==> config.mk <==
export PLATFORM = sky130hd
export DESIGN_NAME = uart_tx_arbiter_flat
export DESIGN_NICKNAME = d
export VERILOG_FILES = /design/src/rtl/uart_tx_arbiter_if.sv /design/src/rtl/uart_tx_arbiter.sv /design/src/flat_wrapper.sv
export SDC_FILE = /design/constraint.sdc
export NUM_CORES = 1
export LEC_CHECK = 0
export BUFFER_PORTS_ARGS = -buffer_cell sky130_fd_sc_hd__buf_4
export CAP_MARGIN = 20
export CORE_UTILIZATION = 46
export CTS_BUF_LIST = sky130_fd_sc_hd__clkbuf_16
export DETAILED_ROUTE_END_ITERATION = 8
export MAX_ROUTING_LAYER = met4
export PLACE_DENSITY = 0.7
export SETUP_SLACK_MARGIN = 0.5
export SYNTH_ARGS = -nofsm -noshare
export SYNTH_HDL_FRONTEND = slang
export SYNTH_SLANG_ARGS = --single-unit
==> constraint.sdc <==
create_clock -name clk_in -period 2.6 [get_ports clk_in]
set_input_delay 0.39 -clock clk_in [delete_from_list [all_inputs] [get_ports clk_in]]
set_output_delay 0.39 -clock clk_in [all_outputs]
set_load 0.05 [all_outputs]
==> src/rtl/uart_tx_arbiter_if.sv <==
`default_nettype none
// +--------------------------------------------------------------------------+
// | Module      : uart_tx_arbiter_if                                         |
// | Description : Bundle between two byte requesters, the baud-tick          |
// |               generator and the shared UART transmitter.                 |
// |               master : application side (requesters + tick generator)    |
// |               slave  : uart_tx_arbiter                                   |
// | Signals     : req0/data0/gnt0, req1/data1/gnt1  requester handshakes     |
// |               bps_en/bps_clk                    baud generator control   |
// |               tx_out, busy, done                line and frame status    |
// | Revision    : 1.0  initial release                                       |
// +--------------------------------------------------------------------------+
interface uart_tx_arbiter_if;
   logic       req0;
   logic [7:0] data0;
   logic       gnt0;
   logic       req1;
   logic [7:0] data1;
   logic       gnt1;
   logic       bps_en;
   logic       bps_clk;
   logic       tx_out;
   logic       busy;
   logic       done;

   modport master (
      output req0, data0, req1, data1, bps_clk,
      input  gnt0, gnt1, bps_en, tx_out, busy, done
   );

   modport slave (
      input  req0, data0, req1, data1, bps_clk,
      output gnt0, gnt1, bps_en, tx_out, busy, done
   );
endinterface
`default_nettype wire

==> src/rtl/uart_tx_arbiter.sv <==
`default_nettype none
// +--------------------------------------------------------------------------+
// | Module      : uart_tx_arbiter                                            |
// | Description : Round-robin arbiter sharing one UART 8N1/8N2 transmitter   |
// |               between two byte requesters. Drives bps_en for one frame   |
// |               and advances one bit per bps_clk tick.                     |
// | Ports       : clk_in    system clock                                     |
// |               rst_n_in  asynchronous active-low reset                    |
// |               bus       uart_tx_arbiter_if.slave (requests, grants,      |
// |                         baud control, tx line, busy/done status)         |
// | Parameters  : STOP_BITS  1 or 2 stop bits per frame                      |
// |               FIRST_PRIO requester winning the first tie after reset     |
// | Options     : UART_TX_PARITY_EN  adds an even-parity bit after the data  |
// | Revision    : 1.0  initial release                                       |
// +--------------------------------------------------------------------------+
module uart_tx_arbiter #(
   parameter int STOP_BITS  = 1,
   parameter int FIRST_PRIO = 0
) (
   input  logic             clk_in,
   input  logic             rst_n_in,
   uart_tx_arbiter_if.slave bus
);

   typedef enum logic [0:0] {
      IDLE = 1'b0,
      SEND = 1'b1
   } state_t;

   // Tick number carrying the first stop bit; the frame completes after the
   // last stop bit has been on the line for one full bit period.
`ifdef UART_TX_PARITY_EN
   localparam int STOP_TICK = 11;
`else
   localparam int STOP_TICK = 10;
`endif
   localparam logic [3:0] LAST_TICK = 4'(STOP_TICK + STOP_BITS);

   // The pointer holds the last granted requester, so the reset value is the
   // opposite of the one that should win the first tie.
   localparam logic LAST_RST = (FIRST_PRIO == 0) ? 1'b1 : 1'b0;

   state_t     state_q,   state_d;
   logic [3:0] bit_cnt_q, bit_cnt_d;
   logic [7:0] shift_q,   shift_d;
   logic       last_q,    last_d;
   logic       gnt0_q,    gnt0_d;
   logic       gnt1_q,    gnt1_d;
   logic       bps_en_q,  bps_en_d;
   logic       tx_out_q,  tx_out_d;
   logic       busy_q,    busy_d;
   logic       done_q,    done_d;
`ifdef UART_TX_PARITY_EN
   logic       parity_q,  parity_d;
`endif

   logic       pick1;
   logic [7:0] sel_byte;
   logic [3:0] tick_cnt;

   // Requester 1 wins when it is alone, or on a tie when 0 was served last.
   assign pick1    = bus.req1 & (~bus.req0 | ~last_q);
   assign sel_byte = pick1 ? bus.data1 : bus.data0;
   assign tick_cnt = bit_cnt_q + 4'd1;

   always_comb begin
      state_d   = state_q;
      bit_cnt_d = bit_cnt_q;
      shift_d   = shift_q;
      last_d    = last_q;
      gnt0_d    = 1'b0;
      gnt1_d    = 1'b0;
      bps_en_d  = bps_en_q;
      tx_out_d  = tx_out_q;
      busy_d    = busy_q;
      done_d    = 1'b0;
`ifdef UART_TX_PARITY_EN
      parity_d  = parity_q;
`endif

      case (state_q)
         IDLE: begin
            // Any bps_clk seen here is stale and ignored.
            if (bus.req0 | bus.req1) begin
               gnt0_d    = ~pick1;
               gnt1_d    = pick1;
               last_d    = pick1;
               shift_d   = sel_byte;
`ifdef UART_TX_PARITY_EN
               parity_d  = ^sel_byte;
`endif
               bps_en_d  = 1'b1;
               busy_d    = 1'b1;
               bit_cnt_d = 4'd0;
               state_d   = SEND;
            end
         end

         SEND: begin
            if (bus.bps_clk) begin
               bit_cnt_d = tick_cnt;
               if (tick_cnt == 4'd1) begin
                  tx_out_d = 1'b0;
               end else if (tick_cnt <= 4'd9) begin
                  // Data leaves LSB first straight out of the shifter.
                  tx_out_d = shift_q[0];
                  shift_d  = {1'b0, shift_q[7:1]};
`ifdef UART_TX_PARITY_EN
               end else if (tick_cnt == 4'd10) begin
                  tx_out_d = parity_q;
`endif
               end else begin
                  tx_out_d = 1'b1;
               end

               if (tick_cnt == LAST_TICK) begin
                  tx_out_d = 1'b1;
                  bps_en_d = 1'b0;
                  busy_d   = 1'b0;
                  done_d   = 1'b1;
                  state_d  = IDLE;
               end
            end
         end

         default: state_d = IDLE;
      endcase
   end

   always_ff @(posedge clk_in or negedge rst_n_in) begin
      if (!rst_n_in) begin
         state_q   <= IDLE;
         bit_cnt_q <= 4'd0;
         shift_q   <= 8'd0;
         last_q    <= LAST_RST;
         gnt0_q    <= 1'b0;
         gnt1_q    <= 1'b0;
         bps_en_q  <= 1'b0;
         tx_out_q  <= 1'b1;
         busy_q    <= 1'b0;
         done_q    <= 1'b0;
`ifdef UART_TX_PARITY_EN
         parity_q  <= 1'b0;
`endif
      end else begin
         state_q   <= state_d;
         bit_cnt_q <= bit_cnt_d;
         shift_q   <= shift_d;
         last_q    <= last_d;
         gnt0_q    <= gnt0_d;
         gnt1_q    <= gnt1_d;
         bps_en_q  <= bps_en_d;
         tx_out_q  <= tx_out_d;
         busy_q    <= busy_d;
         done_q    <= done_d;
`ifdef UART_TX_PARITY_EN
         parity_q  <= parity_d;
`endif
      end
   end

   assign bus.gnt0   = gnt0_q;
   assign bus.gnt1   = gnt1_q;
   assign bus.bps_en = bps_en_q;
   assign bus.tx_out = tx_out_q;
   assign bus.busy   = busy_q;
   assign bus.done   = done_q;

endmodule
`default_nettype wire

==> src/flat_wrapper.sv <==
// flat-port wrapper written by rule: the top's interface ports become plain ports
module uart_tx_arbiter_flat 
#(
   parameter int STOP_BITS  = 1,
   parameter int FIRST_PRIO = 0
)
  (clk_in, rst_n_in, bus_req0, bus_data0, bus_req1, bus_data1, bus_bps_clk, bus_gnt0, bus_gnt1, bus_bps_en, bus_tx_out, bus_busy, bus_done);
  uart_tx_arbiter_if bus_i ();
  input  logic clk_in;
  input  logic rst_n_in;
  input wire logic [$bits(bus_i.req0)-1:0] bus_req0;
  input wire logic [$bits(bus_i.data0)-1:0] bus_data0;
  input wire logic [$bits(bus_i.req1)-1:0] bus_req1;
  input wire logic [$bits(bus_i.data1)-1:0] bus_data1;
  input wire logic [$bits(bus_i.bps_clk)-1:0] bus_bps_clk;
  output wire logic [$bits(bus_i.gnt0)-1:0] bus_gnt0;
  output wire logic [$bits(bus_i.gnt1)-1:0] bus_gnt1;
  output wire logic [$bits(bus_i.bps_en)-1:0] bus_bps_en;
  output wire logic [$bits(bus_i.tx_out)-1:0] bus_tx_out;
  output wire logic [$bits(bus_i.busy)-1:0] bus_busy;
  output wire logic [$bits(bus_i.done)-1:0] bus_done;
  assign bus_i.req0 = bus_req0;
  assign bus_i.data0 = bus_data0;
  assign bus_i.req1 = bus_req1;
  assign bus_i.data1 = bus_data1;
  assign bus_i.bps_clk = bus_bps_clk;
  assign bus_gnt0 = bus_i.gnt0;
  assign bus_gnt1 = bus_i.gnt1;
  assign bus_bps_en = bus_i.bps_en;
  assign bus_tx_out = bus_i.tx_out;
  assign bus_busy = bus_i.busy;
  assign bus_done = bus_i.done;
  uart_tx_arbiter #(.STOP_BITS(STOP_BITS), .FIRST_PRIO(FIRST_PRIO)) u_core (.clk_in(clk_in), .rst_n_in(rst_n_in), .bus(bus_i));
endmodule
==> reports/results.txt <==
reg2reg path depth: 7
Post-DP Area: 1300 sq um
area grow syn2layout: 28.1%
CTS tree: done
Synth Area in Adders: 0.0337
peak supply drop: 0.596 mV
Crit. End Element: flop
Iter 0 DRT Violations: 14
layout cells sized above 1: 0.342
clock-pin slew on the worst setup and hold paths: 0.05 ns
simple-gate share of the synthesized area: 0.154
cell row count: 17
library cells used by synthesis: 36
CP required: 2.73 ns
Leakage: 0.674 nW
Core ar.: 2250 sq um
yosys warns: 0
final hold violations: 0
Post-Route WL: 2.25 mm
design area: 1430 sq um
die area: 2620 sq um
Vias: 930
DRT antenna net count: 0
CP Class: reg2reg
routed len/inst: 13.0 microns
Period minus WS final: 1.99 ns
Die Span X: 51.2 microns
status: completed
Peak Freq: 0.502 GHz
largest net degree at the start of global routing: 21
Avg Cell Area, Syn: 9.27 sq um
Tcrit/Tclk final: 0.767
Reg area: 480 sq um
clk buf depth: 2
Hold Path Class: in2async
Clock Skew: 0.00159 ns
via/cell ratio: 5.34
DRT Pass-1 Iters: 4
Worst Slack Setup Final: 0.607 ns
clock sink count: 19
n_diodes: 0
clock latency on the worst-skew pair: 0.25 ns
GRT Overall Usage: 0.201
Critical Path Start Type: flop
Post-CTS Hold Buffers: 0
CTS Buf Count: 3
# H-tree levels: 1
final cell count without fillers: 174
Slew @ Worst Pin: 0.475 ns
post-layout util: 0.632
Post-DP HPWL: 1.60 mm
Compound-Gate Fraction of Synth Area: 0.165
initial antenna violation count: 0
Post-Synth XOR/XNOR Area: 0.00787
io pins: 27
GP Congestion: 0.788
Worst Path Max Fanout: 8
maxcap violations: 0
dpl cells: 166
die height: 51.2 microns
Post-Place Worst Slack: 0.444 ns
global-route wire length before repair: 3.75 mm
worst hold slack: 0.00614 ns
Post-Syn Area: 1110 sq um
cells after synthesis: 120
Setup TNS Final: 0 ns
mux share of post-synthesis cell area: 0.143
grt ovf: 0
Starting Density: 0.493
pwr/cell area: 885 nW/um^2
number of global-route vias before repair: 840
nets@finish: 171
Tot Pwr: 1.26 mW
final setup vio count: 0
Slew Limit Headroom: 0.683
area occupied by multi-input gates: 576 sq um
max-slew violations: 0
synthesis-stage register bit count: 19
PortBufs: 26
clk root buf: clkbuf_16
# fillers: 206
DRC: 0
largest family of logic cells by synthesized area: compound AO/OA/AOI/OAI gates
RSZ-0062 raised after global routing: yes
CP Data Arrival Time: 2.12 ns
syn_nets: 144
post-synthesis sequential area ratio: 0.430
final cells by class:
type | count | area share
multi-input combinational | 86 | 0.404
sequential | 19 | 0.337
timing repair buffer | 31 | 0.163
clock buffer | 3 | 0.0527
tap | 28 | 0.0246
inverter | 6 | 0.0158
clock inverter | 1 | 0.00263
layout by cell type (no fill, tap or decap), types with 3 or more instances in the layout:
cell and n:
buf_4 31, nand2_1 19, dfrtp_1 15, o21ai_0 14, nor2_1 10, mux2i_1 8, inv_1 7, mux2_2 7
clkbuf_16 3
layer usage:
metal  up-vias  global-route usage  share of wire
li1        464                   -              -
met2        15               0.342           0.51
met1       447               0.238           0.45
met5         -                   -              0
met3         4              0.0268          0.021
met4         0              0.0833          0.011
power breakdown:
group          internal (mW)  switching, mW  leakage [nW]
Combinational          0.231          0.271         0.390
Sequential             0.374         0.0762         0.242
Clock                  0.204          0.105        0.0423
logic make-up (layout without fill, tap and decap cells):
family,count (synthesis),count (layout)
buf+inv,15,41
mux,15,15
xor+xnor,1,1
compound gates,28,28
fa+ha+maj,3,3
flops,19,19
simple gates,39,39
critical path, cell delays in order, from the launching register on:
cell,delay (ns)
dfrtp_2,0.40
inv_1,0.07
ha_2,0.21
nand2_1,0.09
mux2i_1,0.07
a311o_1,0.38
o21ai_4,0.26
mux2_2,0.37
final timing paths:
kind	slack, ns	from	end
worst max-delay path	0.61	u_core.bit_cnt_q[0]	u_core.shift_q[5]
worst min-delay path	0.006	rst_n_in	u_core.bit_cnt_q[2]
worst max register to register	0.61	u_core.bit_cnt_q[0]	u_core.shift_q[5]
worst min register to register	0.48	u_core.bus.tx_out	u_core.bus.tx_out
max in group asynchronous	2.33	rst_n_in	u_core.bus.tx_out
min in group clk_in	0.38	bus_req0	u_core.state_q
synthesized netlist by cell type, drive strengths merged:
library cell / count / area (sq um)
nand2: 20 / 82.6
dfrtp: 17 / 425
o21ai: 15 / 86.3
nor2: 10 / 37.5
mux2i: 8 / 80.1
mux2: 7 / 78.8
clkbuf: 6 / 33.8
inv: 6 / 22.5
buf: 3 / 17.5
ha: 3 / 37.5
a21oi: 2 / 10.0
and2: 2 / 12.5
dfstp: 2 / 52.6
nand3: 2 / 10.0
nor3: 2 / 10.0
a211oi: 1 / 7.51
a21o: 1 / 7.51
a221o: 1 / 10.0
a22oi: 1 / 7.51
a2bb2oi: 1 / 8.76
a311o: 1 / 10.0
a31oi: 1 / 6.26
nand2b: 1 / 6.26
nand4: 1 / 6.26
o211ai: 1 / 7.51
o22ai: 1 / 6.26
o311ai: 1 / 8.76
o31ai: 1 / 7.51
or2: 1 / 6.26
xnor2: 1 / 8.76
state kept, by name, summed over array words and instances (netlist names):
name and cells:
u_core.bus.gnt0 1, u_core.state_q 1, u_core.last_q 1, u_core.bus.gnt1 1, u_core.bit_cnt_q 4, u_core.bus.done 1, u_core.bus.bps_en 1, u_core.bus.tx_out 1
u_core.shift_q 8
what timing repair did:
action / in CTS / in global routing
pin swaps: 1 / 1
endpoints found under the hold margin: 0 / 0
setup endpoints to repair: 7 / 7
resized for setup: 3 / 2
buffers inserted: 2 / 2
gates cloned: 0 / 0
No activity file was read; power rests on OpenSTA's default activity.
